**src/rtl/bram_write_scheduler_pkg.sv**
```systemverilog
// Shared definitions for the BRAM write scheduler and its round-robin arbiter.
package bram_write_scheduler_pkg;

  // Scheduler operating mode: normal arbitration or the zero-fill sweep.
  typedef enum logic {
    ST_ARB   = 1'b0,
    ST_CLEAR = 1'b1
  } sched_state_t;

  // Number of write requesters sharing the BRAM port.
  localparam int NUM_REQ = 2;

  // Byte-enable width for a given data width (data width is a multiple of 8).
  function automatic int strb_width(input int data_width);
    return data_width / 8;
  endfunction

endpackage

```
**src/rtl/bram_rr_arbiter.sv**
```systemverilog
// Two-requester round-robin arbiter. The grant is combinational from the
// requests and the pointer; the pointer moves to the other requester whenever
// the caller signals that the granted request was consumed.
module bram_rr_arbiter (
  input  logic aclk,
  input  logic areset,
  input  logic enable,
  input  logic req0,
  input  logic req1,
  input  logic advance,
  output logic gnt0,
  output logic gnt1,
  output logic rr_ptr
);

  // Grant selection: a lone requester always wins, contention follows the pointer.
  always_comb begin
    // NOTE: every output of a combinational block gets a default first, so no path can leave it unassigned and infer a latch.
    gnt0 = 1'b0;
    gnt1 = 1'b0;
    if (enable) begin
      gnt0 = req0 && (!req1 || !rr_ptr);
      gnt1 = req1 && (!req0 ||  rr_ptr);
    end
  end

  // Pointer register: after a transfer the other requester is preferred next.
  always_ff @(posedge aclk) begin
    // NOTE: sequential state is always written with <= so every register samples pre-edge values.
    if (areset) begin
      rr_ptr <= 1'b0;
    end else if (advance) begin
      rr_ptr <= gnt0;
    end
  end

endmodule

```
**src/rtl/bram_write_scheduler.sv**
```systemverilog
// Shares BRAM port A between two write requesters (round-robin) and provides a
// zero-fill engine that sweeps every word address once on command. All BRAM
// port signals are registered, one write per cycle at most.
module bram_write_scheduler
  import bram_write_scheduler_pkg::*;
#(
  parameter int BRAM_DATA_WIDTH = 32,
  parameter int BRAM_ADDR_WIDTH = 10
) (
  input  logic                                   aclk,
  input  logic                                   areset,

  input  logic                                   clear_start,
  output logic                                   clear_busy,

  input  logic [BRAM_ADDR_WIDTH-1:0]             s0_addr,
  input  logic [BRAM_DATA_WIDTH-1:0]             s0_data,
  input  logic [strb_width(BRAM_DATA_WIDTH)-1:0] s0_strb,
  input  logic                                   s0_valid,
  output logic                                   s0_ready,

  input  logic [BRAM_ADDR_WIDTH-1:0]             s1_addr,
  input  logic [BRAM_DATA_WIDTH-1:0]             s1_data,
  input  logic [strb_width(BRAM_DATA_WIDTH)-1:0] s1_strb,
  input  logic                                   s1_valid,
  output logic                                   s1_ready,

  output logic                                   bram_porta_clk,
  output logic                                   bram_porta_rst,
  output logic [BRAM_ADDR_WIDTH-1:0]             bram_porta_addr,
  output logic [BRAM_DATA_WIDTH-1:0]             bram_porta_wrdata,
  output logic [strb_width(BRAM_DATA_WIDTH)-1:0] bram_porta_we
);

  localparam int STRB_W = strb_width(BRAM_DATA_WIDTH);

  // Clear counter carries one extra bit; its MSB flags that the last address was issued.
  localparam logic [BRAM_ADDR_WIDTH:0] CLR_ONE = {{BRAM_ADDR_WIDTH{1'b0}}, 1'b1};

  sched_state_t               state;
  logic [BRAM_ADDR_WIDTH:0]   clr_addr;
  logic [BRAM_ADDR_WIDTH:0]   clr_next;

  logic arb_enable;
  logic gnt0;
  logic gnt1;
  logic xfer0;
  logic xfer1;
  logic xfer;
  logic rr_ptr;

  assign bram_porta_clk = aclk;
  assign bram_porta_rst = areset;

  // Requesters are only served in ARB and never while reset is held.
  assign arb_enable = (state == ST_ARB) && !areset;

  bram_rr_arbiter u_arbiter (
    .aclk    (aclk),
    .areset  (areset),
    .enable  (arb_enable),
    .req0    (s0_valid),
    .req1    (s1_valid),
    .advance (xfer),
    .gnt0    (gnt0),
    .gnt1    (gnt1),
    .rr_ptr  (rr_ptr)
  );

  assign s0_ready = gnt0;
  assign s1_ready = gnt1;

  // A grant already implies the matching valid; the AND keeps the handshake explicit.
  assign xfer0 = s0_valid && s0_ready;
  assign xfer1 = s1_valid && s1_ready;
  assign xfer  = xfer0 || xfer1;

  assign clr_next   = clr_addr + CLR_ONE;
  assign clear_busy = (state == ST_CLEAR);

  // Mode FSM plus the registered BRAM port: accepted requests land one cycle
  // later, the sweep writes zeros with all byte lanes enabled.
  always_ff @(posedge aclk) begin
    if (areset) begin
      state             <= ST_ARB;
      clr_addr          <= '0;
      bram_porta_addr   <= '0;
      bram_porta_wrdata <= '0;
      bram_porta_we     <= '0;
    end else begin
      unique case (state)
        ST_ARB: begin
          if (xfer0) begin
            bram_porta_addr   <= s0_addr;
            bram_porta_wrdata <= s0_data;
            bram_porta_we     <= s0_strb;
          end else if (xfer1) begin
            bram_porta_addr   <= s1_addr;
            bram_porta_wrdata <= s1_data;
            bram_porta_we     <= s1_strb;
          end else begin
            // Idle cycle: address and data hold, only the enables drop.
            bram_porta_we <= '0;
          end
          // A request granted alongside clear_start is written before the sweep.
          if (clear_start) begin
            state <= ST_CLEAR;
          end
        end

        ST_CLEAR: begin
          bram_porta_addr   <= clr_addr[BRAM_ADDR_WIDTH-1:0];
          bram_porta_wrdata <= '0;
          bram_porta_we     <= {STRB_W{1'b1}};
          if (clr_next[BRAM_ADDR_WIDTH]) begin
            clr_addr <= '0;
            state    <= ST_ARB;
          end else begin
            clr_addr <= clr_next;
          end
        end

        default: begin
          state <= ST_ARB;
        end
      endcase
    end
  end

endmodule

```
**config.mk**
```make
export PLATFORM = sky130hd
export DESIGN_NAME = bram_write_scheduler
export DESIGN_NICKNAME = d
export VERILOG_FILES = /design/src/rtl/bram_write_scheduler_pkg.sv /design/src/rtl/bram_rr_arbiter.sv /design/src/rtl/bram_write_scheduler.sv
export SDC_FILE = /design/constraint.sdc
export NUM_CORES = 1
export LEC_CHECK = 0
export BUFFER_PORTS_ARGS = -buffer_cell sky130_fd_sc_hd__buf_2
export CORE_MARGIN = 3
export CORE_UTILIZATION = 49
export DETAILED_ROUTE_END_ITERATION = 7
export GPL_ROUTABILITY_DRIVEN = 0
export PLACE_DENSITY = 0.85
export SYNTH_ARGS = -nofsm -noshare
export SYNTH_HDL_FRONTEND = slang
export SYNTH_SLANG_ARGS = --single-unit
```
**constraint.sdc**
```tcl
create_clock -name aclk -period 3.4 [get_ports aclk]
set_input_delay 0.34 -clock aclk [delete_from_list [all_inputs] [get_ports aclk]]
set_output_delay 0.34 -clock aclk [all_outputs]
set_load 0.01 [all_outputs]
```
==> run summary, run 1 <==
Compound-Gate Fraction of Synth Area: 0.1791
Synth area leaders: dfxtp_1 (40%), nand4_1 (9.0%), nand3b_1 (8.5%)
placed instance count: 525
CP cell instances: nor2_4 > nand2_1 > inv_1 > buf_2
die area: 6906 um^2
Die Wd: 83.10 um
CP Launch Type: flop
r2r startpoint: clear_busy$_SDFF_PP0_
Buffers on Ports: 147
Slew @ Worst Pin: 1.047 ns
first-pass GRT wire length: 14660 um
Via Count: 3251
post-synthesis mux area share: 0.003436
antenna diode count: 0
Final Cell Area: 3825 um^2
critical-path cell with the highest stage delay: dfxtp_2
CP arrival: 2.11 ns
Final Max Slew Viols: 0
RR Endpoint: clear_busy$_SDFF_PP0_
Tcrit/Tclk final: 0.7201
Non-Filler Instances: 543
placed cell area: 3580 um^2
WHS Path Cells: 3
Total Routing Usage GR: 0.2548
initial DRC count: 279
unrepaired setup endpoints after global routing: no
# Max-Cap Violations: 0
list of most frequent post-synthesis cells: dfxtp_1 (58), nand4_1 (42), a31oi_1 (33), nand3b_1 (33), nand3_1 (32)
post-synthesis xor/xnor area fraction: 0.009021
clock skew: 0.006032 ns
filler cell count in the final layout: 486
largest net degree at the start of global routing: 71
die height: 83.10 um
drt wl/cell: 16.38 um
area share of fa/ha/maj cells after synthesis: 0.004296
minimum clock period: 2.448 ns
ys flop type: dfxtp_1
worst hold start: clear_start
R2R depth: 3
Distinct cells, synth: 42
Final setup viols: 0
Final ANT Viol Nets: 0
Max IR drop VDD: 0.0003022 V
Hold Fails Final Rpt: 0
sequential area share after synthesis: 0.3986
Post-Place Worst Slack: 1.208 ns
Synth Warn #: 0
Clk Latency, worst-skew pair: 0.44 ns
cell with the most instances after synthesis: dfxtp_1
area share of the largest cell type after synthesis: 0.3986
Register Area: 1162 um^2
postcts setup bufs: 0
Leak: 1.604 nW
CTS resizes: 0
Slew HR: 0.3019
main combinational cell family by area after synthesis: simple AND/OR/NAND/NOR gates
Top Family by Delay on Critical Path: flip-flops
average size of a mapped cell: 8.517 um^2
CP Capture Type: output pin
post-DP HPWL: 5843 um
row cnt: 27
Detailed Routing Iterations Pass 1: 5
Hold Path End: clear_busy$_SDFF_PP0_
Synth Instances: 342
multi-input logic area: 1543 um^2
post-synthesis async set-or-reset flop share: 0
Clock Pin Slew Worst Setup and Hold Paths: 0.06 ns
I/O pin count: 148
sum of negative setup slack: 0 ns
status: finished, final reports clean
share of cells above drive strength 1: 0.3737
final setup margin: 0.9516 ns
leading area contributor after synthesis: dfxtp_1
EDFF count, synth: 0
CP Class: reg -> out
fin nets: 565
PnR Total Power: 1.786 mW
DR DRC count: 0
worst hold slack: 0.1259 ns
initial antenna violation count: 0
crit path buf inv count: 2
post-DR vias/cell: 5.987
R2R Setup Slk: 1.16 ns
post-synthesis simple-gate area fraction: 0.3295
WP data required: 3.06 ns
FF+latch count, synth: 58
DRT Wirelength: 8896 um
crit-path max cell delay: 1.02 ns
total gr overflow: 0
Util after Layout: 0.6780
CTS Hold Bufs: 0
type of the most critical hold path: in -> reg
Power Density: 466.8 nW/um^2
Starting Density: 0.5163
CORE AREA: 5642 um^2
vias in the first global route: 3115
area grow syn2layout: 31.31%
Post-Syn Area: 2913 um^2
Critical Path Fanout Max: 66
syn_nets: 440
CTS tree: yes
Max Fclk: 408.4 MHz
[tightest hold or removal path: cells and delay by family]
| family | cells | cell delay [ns] |
|---|---|---|
| simple gates | 2 | 0.10 |
| buf+inv | 1 | 0.09 |
[metal layers]
layer  global-route usage  vias up  share of wire
met2               0.3972      173           0.46
li1                     -     1568              -
met4               0.1085        0          0.013
met1               0.3214     1494           0.44
met5                    0        -              0
met3              0.08532       16          0.089
[registers in the layout (all words and copies together), names as in the netlist]
signal	flops
clear_busy	1
bram_porta_addr	10
clr_addr	10
bram_porta_we	4
bram_porta_wrdata	32
u_arbiter.rr_ptr	1
[cells by family (layout without fill, tap and decap cells)]
logic type / count (synthesis) / count (layout)
buf+inv: 44 / 173
flops: 58 / 58
mux: 1 / 1
simple gates: 156 / 156
xor+xnor: 3 / 3
compound gates: 79 / 79
fa+ha+maj: 1 / 1
[layout by cell type (no fill, tap or decap), types with 3 or more instances in the layout]
| cell type | Yosys | routed |
|---|---|---|
| dfxtp_1 | 58 | 57 |
| a311o_1 | 7 | 7 |
| nand2b_1 | 3 | 3 |
| nand3b_1 | 33 | 33 |
| or3_1 | 4 | 4 |
| a31oi_1 | 33 | 33 |
| o21ai_0 | 4 | 4 |
| a21oi_1 | 23 | 23 |
| clkbuf_8 | 0 | 15 |
| or4b_1 | 7 | 7 |
| and3_1 | 8 | 8 |
| nand3_1 | 32 | 32 |
| nand4_1 | 42 | 42 |
| buf_2 | 18 | 147 |
| nor2b_1 | 3 | 3 |
| nor2_1 | 6 | 6 |
| nand2_1 | 12 | 12 |
| buf_4 | 7 | 5 |
[worst max path at each step]
| stage | startpoint | to | cells past startpoint |
|---|---|---|---|
| final | clear_busy$_SDFF_PP0_ | s0_ready | 4 |
| after global routing | clear_busy$_SDFF_PP0_ | s0_ready | 4 |
| after CTS | clear_busy$_SDFF_PP0_ | s0_ready | 4 |
| after detailed placement | clear_busy$_SDFF_PP0_ | clear_busy$_SDFF_PP0_ | 3 |
| after global placement | aclk | bram_porta_clk | 1 |
| after floorplan | aclk | bram_porta_clk | 1 |
[layout make-up]
class | instances | share of cell area
repair buffers | 151 | 0.2009
well taps | 72 | 0.02355
flip-flops and latches | 58 | 0.3039
multi-input cells | 240 | 0.4033
clock inverters | 2 | 0.009159
inverters | 3 | 0.002944
clock buffers | 17 | 0.05626
[report_power, final]
| group | leakage, nW | total [mW] | switching, mW | internal (mW) |
|---|---|---|---|---|
| clock | 0.131 | 0.764 | 0.288 | 0.476 |
| combinational | 0.998 | 0.271 | 0.149 | 0.122 |
| sequential | 0.475 | 0.751 | 0.0336 | 0.718 |
No activity file was read; power rests on OpenSTA's default activity.
==> run 2, diff against run 1 <==
--- a/config.mk
+++ b/config.mk
@@ -7,10 +7,10 @@
 export LEC_CHECK = 0
 export BUFFER_PORTS_ARGS = -buffer_cell sky130_fd_sc_hd__buf_2
 export CORE_MARGIN = 3
-export CORE_UTILIZATION = 49
+export CORE_UTILIZATION = 41
 export DETAILED_ROUTE_END_ITERATION = 7
 export GPL_ROUTABILITY_DRIVEN = 0
-export PLACE_DENSITY = 0.85
+export PLACE_DENSITY = 0.76
 export SYNTH_ARGS = -nofsm -noshare
 export SYNTH_HDL_FRONTEND = slang
 export SYNTH_SLANG_ARGS = --single-unit
==> constraint.sdc (replaced) <==
create_clock -name aclk -period 2 [get_ports aclk]
set_input_delay 0.2 -clock aclk [delete_from_list [all_inputs] [get_ports aclk]]
set_output_delay 0.2 -clock aclk [all_outputs]
set_load 0.01 [all_outputs]
==> run summary, run 2 (synthesis results as in run 1) <==
Total Routing Usage GR: 0.2120 (-0.04287)
highest metal used: met4
Leak: 1.655 nW (+3.2%)
Biggest register: bram_porta_wrdata
CP arrival: 1.69 ns (-0.42 ns)
Critical Path Fanout Max: 36 (-45%)
DRT Wirelength: 9119 um (+2.5%)
fin nets: 575 (+1.8%)
R2R depth: 4 (+1)
placed instance count: 553 (+5.3%)
area grow syn2layout: 36.17%
Clk Latency, worst-skew pair: 0.43 ns (about the same)
postcts setup bufs: 0 (unchanged)
r2r startpoint: clear_busy$_SDFF_PP0_
Die Wd: 90.29 um (+8.6%)
DR DRC count: 0 (unchanged)
Final Max Slew Viols: 0 (unchanged)
max reg flops: 32 (unchanged)
Via Count: 3321 (+2.2%)
# Max-Cap Violations: 0 (unchanged)
share of cells above drive strength 1: 0.3776 (+0.003920)
M1 WL: 3958 um (+1.9%)
WP data required: 1.80 ns (-1.26 ns)
sum of negative setup slack: 0 ns (unchanged)
CP Class: reg -> out
minimum clock period: 1.888 ns
Clock Pin Slew Worst Setup and Hold Paths: 0.06 ns (about the same)
Detailed Routing Iterations Pass 1: 5 (unchanged)
Slew HR: 0.6694 (+0.3675)
Final setup viols: 0 (unchanged)
initial DRC count: 258 (-7.5%)
Power Density: 749.3 nW/um^2 (+61%)
WL met2: 4308 um (+5.0%)
die area: 8151 um^2 (+18%)
RR Endpoint: clr_addr[7]$_SDFFE_PP0P_
status: finished, final reports clean
WL met3: 769 um (-2.8%)
CP Launch Type: flop
largest registers: bram_porta_wrdata: 32 flops, bram_porta_addr: 10 flops, clr_addr: 10 flops
most frequent cells in the layout: buf_2 (147), dfxtp_1 (57), nand4_1 (42)
WHS Path Cells: 2 (-1)
Max Fclk: 529.7 MHz
R2R Setup Slk: 0.37 ns (-0.79 ns)
first-pass GRT wire length: 14440 um (-1.5%)
antenna diode count: 0 (unchanged)
most common cell after layout, fill and taps aside: buf_2
Hold Fails Final Rpt: 0 (unchanged)
clock skew: 0.008988 ns (+0.002956 ns)
initial antenna violation count: 0 (unchanged)
type of the most critical hold path: in -> reg
CORE AREA: 6832 um^2 (+21%)
drt wl/cell: 15.78 um (-3.7%)
CTS tree: yes
post-DP HPWL: 6219 um (+6.4%)
post-DR vias/cell: 5.746 (-4.0%)
total gr overflow: 0 (unchanged)
crit path launch: clear_busy$_SDFF_PP0_
Tcrit/Tclk final: 0.9439
Non-Filler Instances: 578 (+6.4%)
CP Capture Type: output pin
Slew @ Worst Pin: 0.4959 ns (-0.5513 ns)
largest net degree at the start of global routing: 73 (+2.8%)
Final ANT Viol Nets: 0 (unchanged)
die height: 90.29 um (+8.6%)
CP Capture Point: s1_ready
Starting Density: 0.4264 (-0.08993)
row cnt: 30 (+11%)
I/O pin count: 148 (unchanged)
Max IR drop VDD: 0.0004126 V (+37%)
vias in the first global route: 3094 (-0.67%)
Buffers on Ports: 147 (unchanged)
==> run 2: cell type report <==
type	instances	area, um^2
Clock buffer	14	173.9
Inverter	3	11.26
Multi-Input combinational cell	240	1543
Clock inverter	6	57.56
Fill cell	629	2865
Tap cell	96	120.1
Sequential cell	58	1162
Timing Repair Buffer	161	898.4
==> run 2: how the worst min path moves through the flow <==
stage,startpoint,to,slack [ns]
3_3_place_gp,aclk,bram_porta_clk,0.30
3_5_place_dp,aclk,bram_porta_clk,0.30
6_report,s1_addr[3],bram_porta_addr[3]$_SDFFE_PP0P_,0.02
4_1_cts,s1_addr[3],bram_porta_addr[3]$_SDFFE_PP0P_,0.001
2_1_floorplan,aclk,bram_porta_clk,0.29
5_1_grt,s1_addr[4],bram_porta_addr[4]$_SDFFE_PP0P_,0.008
==> run 2: where the power goes <==
part	internal, mW	total (mW)	switching [mW]
registers	1.22	1.26	0.0429
clock network	0.707	1.20	0.493
logic	0.232	0.509	0.277
==> run 2: metrics by stage <==
step	area (um^2)	util	hold WS [ns]	setup slack, ns	power, mW
global placement	3665	0.5364	0.3006	0.4288	1.802
floorplan	2913	-	0.2918	0.6299	1.605
detailed placement	3665	0.5364	0.3006	0.4024	1.809
global route	3966	0.5806	0.007708	-0.00004396	3.117
CTS	3941	0.5769	0.001350	0.02425	3.000
finish	3966	0.5806	0.01705	0.1122	2.972
==> run 2: routing by layer <==
layer,vias to the layer above,GRT usage
met5,-,0
met4,0,0.07270
met3,7,0.05917
met2,154,0.3335
met1,1572,0.2798
li1,1588,-
==> run 2: critical path, cell delays in order, from the launching register on <==
cell	delay, ns
dfxtp_2	0.43
nor2_4	0.30
buf_12	0.23
and3_1	0.17
buf_2	0.12
==> run 2: timing repair <==
| item | CTS | global route |
|---|---|---|
| endpoints found under the hold margin | 5 | 0 |
| hold buffers | 5 | 0 |
| gates resized for setup | 0 | 0 |
| setup endpoints to repair | 0 | 1 |
==> run 3, diff against run 2 <==
--- a/config.mk
+++ b/config.mk
@@ -7,10 +7,10 @@
 export LEC_CHECK = 0
 export BUFFER_PORTS_ARGS = -buffer_cell sky130_fd_sc_hd__buf_2
 export CORE_MARGIN = 3
-export CORE_UTILIZATION = 41
+export CORE_UTILIZATION = 46
 export DETAILED_ROUTE_END_ITERATION = 7
 export GPL_ROUTABILITY_DRIVEN = 0
-export PLACE_DENSITY = 0.76
+export PLACE_DENSITY = 0.81
 export SYNTH_ARGS = -nofsm -noshare
 export SYNTH_HDL_FRONTEND = slang
 export SYNTH_SLANG_ARGS = --single-unit
==> constraint.sdc (replaced) <==
create_clock -name aclk -period 1.85 [get_ports aclk]
set_input_delay 0.185 -clock aclk [delete_from_list [all_inputs] [get_ports aclk]]
set_output_delay 0.185 -clock aclk [all_outputs]
set_load 0.01 [all_outputs]
==> run summary, run 3 (synthesis results as in run 1) <==
clock skew: 0.004403 ns (-0.004584 ns)
Buffers on Ports: 147 (unchanged)
Slew @ Worst Pin: 0.4550 ns (-0.04085 ns)
Via Count: 3393 (+2.2%)
die area: 7323 um^2 (-10%)
Power Density: 885.8 nW/um^2 (+18%)
Leak: 1.715 nW (+3.6%)
max reg flops: 32 (unchanged)
Final Cell Area: 4048 um^2 (+2.1%)
initial DRC count: 217 (-16%)
placed cell area: 3656 um^2 (-0.24%)
Util after Layout: 0.6717 (+0.09113)
antenna diode count: 0 (unchanged)
Logic pwr share: 0.157 (-0.014)
CORE AREA: 6026 um^2 (-12%)
Final ANT Viol Nets: 0 (unchanged)
area grow syn2layout: 38.96%
largest registers: bram_porta_wrdata: 32 flops, bram_porta_addr: 10 flops, clr_addr: 10 flops
Post-Place Worst Slack: 0.2544 ns (-0.1480 ns)
Max IR drop VDD: 0.0006257 V (+52%)
Detailed Routing Iterations Pass 1: 5 (unchanged)
final setup margin: 0.1163 ns (+0.004080 ns)
critical-path cell with the highest stage delay: dfxtp_2
multi-input logic area: 1543 um^2 (unchanged)
Max Fclk: 576.8 MHz
Clk Latency, worst-skew pair: 0.43 ns (about the same)
drt wl/cell: 16.44 um (+4.2%)
Top Family by Delay on Critical Path: flip-flops
Clock Pin Slew Worst Setup and Hold Paths: 0.07 ns (about the same)
vias in the first global route: 3144 (+1.6%)
CP Class: reg -> out
I/O pin count: 148 (unchanged)
crit-path max cell delay: 0.41 ns (-0.02 ns)
PnR Total Power: 3.585 mW (+21%)
P_int: 2.691 mW (+25%)
first-pass GRT wire length: 14920 um (+3.3%)
die height: 85.58 um (-5.2%)
largest net degree at the start of global routing: 38 (-48%)
Total Routing Usage GR: 0.2498 (+0.03783)
Starting Density: 0.4834 (+0.05702)
CP Capture Type: output pin
initial antenna violation count: 0 (unchanged)
Critical Path Fanout Max: 33 (-8.3%)
placed instance count: 536 (-3.1%)
Final setup viols: 0 (unchanged)
switching part of the total power: 0.2495 (-0.02400)
CP arrival: 1.55 ns (-0.14 ns)
Die Wd: 85.58 um (-5.2%)
unrepaired setup endpoints after global routing: no
Slew HR: 0.6965 (+0.02706)
most frequent cells in the layout: buf_2 (147), dfxtp_1 (57), nand4_1 (42)
type of the most critical hold path: in -> reg
Reg power frac: 0.380 (-0.045)
filler cell count in the final layout: 520 (-17%)
P_sw: 0.8947 mW (+10%)
Non-Filler Instances: 565 (-2.2%)
crit path buf inv count: 2 (unchanged)
WP data required: 1.66 ns (-0.14 ns)
Hold Fails Final Rpt: 0 (unchanged)
sum of negative setup slack: 0 ns (unchanged)
total gr overflow: 0 (unchanged)
share of cells above drive strength 1: 0.3837 (+0.006080)
Tcrit/Tclk final: 0.9371
minimum clock period: 1.734 ns
Register Area: 1162 um^2 (unchanged)
post-DP HPWL: 6318 um (+1.6%)
Final Max Slew Viols: 0 (unchanged)
CP Launch Type: flop
post-DR vias/cell: 6.005 (+4.5%)
status: finished, final reports clean
CP cell instances: nor2_4 > buf_12 > and3_1 > buf_2
# Max-Cap Violations: 0 (unchanged)
Biggest register: bram_porta_wrdata
DRT Wirelength: 9291 um (+1.9%)
CTS tree: yes
fin nets: 583 (+1.4%)
most common cell after layout, fill and taps aside: buf_2
row cnt: 28 (-6.7%)
clock power share: 0.464 (+0.060)
DR DRC count: 0 (unchanged)
worst hold slack: 0.02075 ns (+0.003708 ns)
## run 3: cell count changes in the layout (fill, tap and decap cells not counted), moves of 2 or more
cell / before / now
buf_4: 7 / 13
dlygate4sd3_1: 5 / 8
bufinv_16: 1 / 3
clkbuf_8: 12 / 14
clkinv_2: 4 / 2
## run 3: metal layers
| layer | vias up | share of wire | GRT usage |
|---|---|---|---|
| met5 | - | 0 | 0 |
| met2 | 212 | 0.47 | 0.3927 |
| li1 | 1602 | - | - |
| met3 | 19 | 0.098 | 0.06916 |
| met1 | 1560 | 0.41 | 0.3335 |
| met4 | 0 | 0.021 | 0.07914 |
## run 3: area by class of cell
class                      count  share of cell area
clock buffer                  15             0.04884
clock inverter                 5             0.02473
inverter                       3            0.002782
multi-input combinational    240              0.3811
sequential                    58              0.2872
tap                           75             0.02318
timing repair buffer         169              0.2321
## run 3: final timing paths
| check | from | end | slack [ns] | cells after the start |
|---|---|---|---|---|
| hold reg to reg | bram_porta_addr[5]$_SDFFE_PP0P_ | bram_porta_addr[5]$_SDFFE_PP0P_ | 0.50 | 2 |
| hold / removal | s1_data[11] | bram_porta_wrdata[11]$_SDFFE_PP0P_ | 0.02 | 3 |
| setup reg to reg | clr_addr[0]$_SDFFE_PP0P_ | clear_busy$_SDFF_PP0_ | 0.26 | 4 |
| setup / recovery | clear_busy$_SDFF_PP0_ | s1_ready | 0.12 | 4 |
## run 3: power groups by stage
stage / logic, mW / clock network [mW] / registers [mW]
2_1_floorplan: 0.281 / 0.0445 / 1.41
6_report: 0.562 / 1.66 / 1.36
5_1_grt: 0.611 / 1.78 / 1.37
4_1_cts: 0.555 / 1.69 / 1.36
3_5_place_dp: 0.539 / 0.0327 / 1.39
3_3_place_gp: 0.532 / 0.0327 / 1.39
## run 3: timing repair
| action | CTS | global route |
|---|---|---|
| endpoints found under the hold margin | 6 | 2 |
| pin swaps | 1 | 0 |
| hold buffers | 6 | 2 |
| resized for setup | 0 | 1 |
| setup endpoints to repair | 2 | 1 |
| setup buffers | 2 | 0 |
## run 3: worst min-delay path: stages
cell and delay (ns):
buf_2 0.09, nand4_1 0.05, a31oi_1 0.06
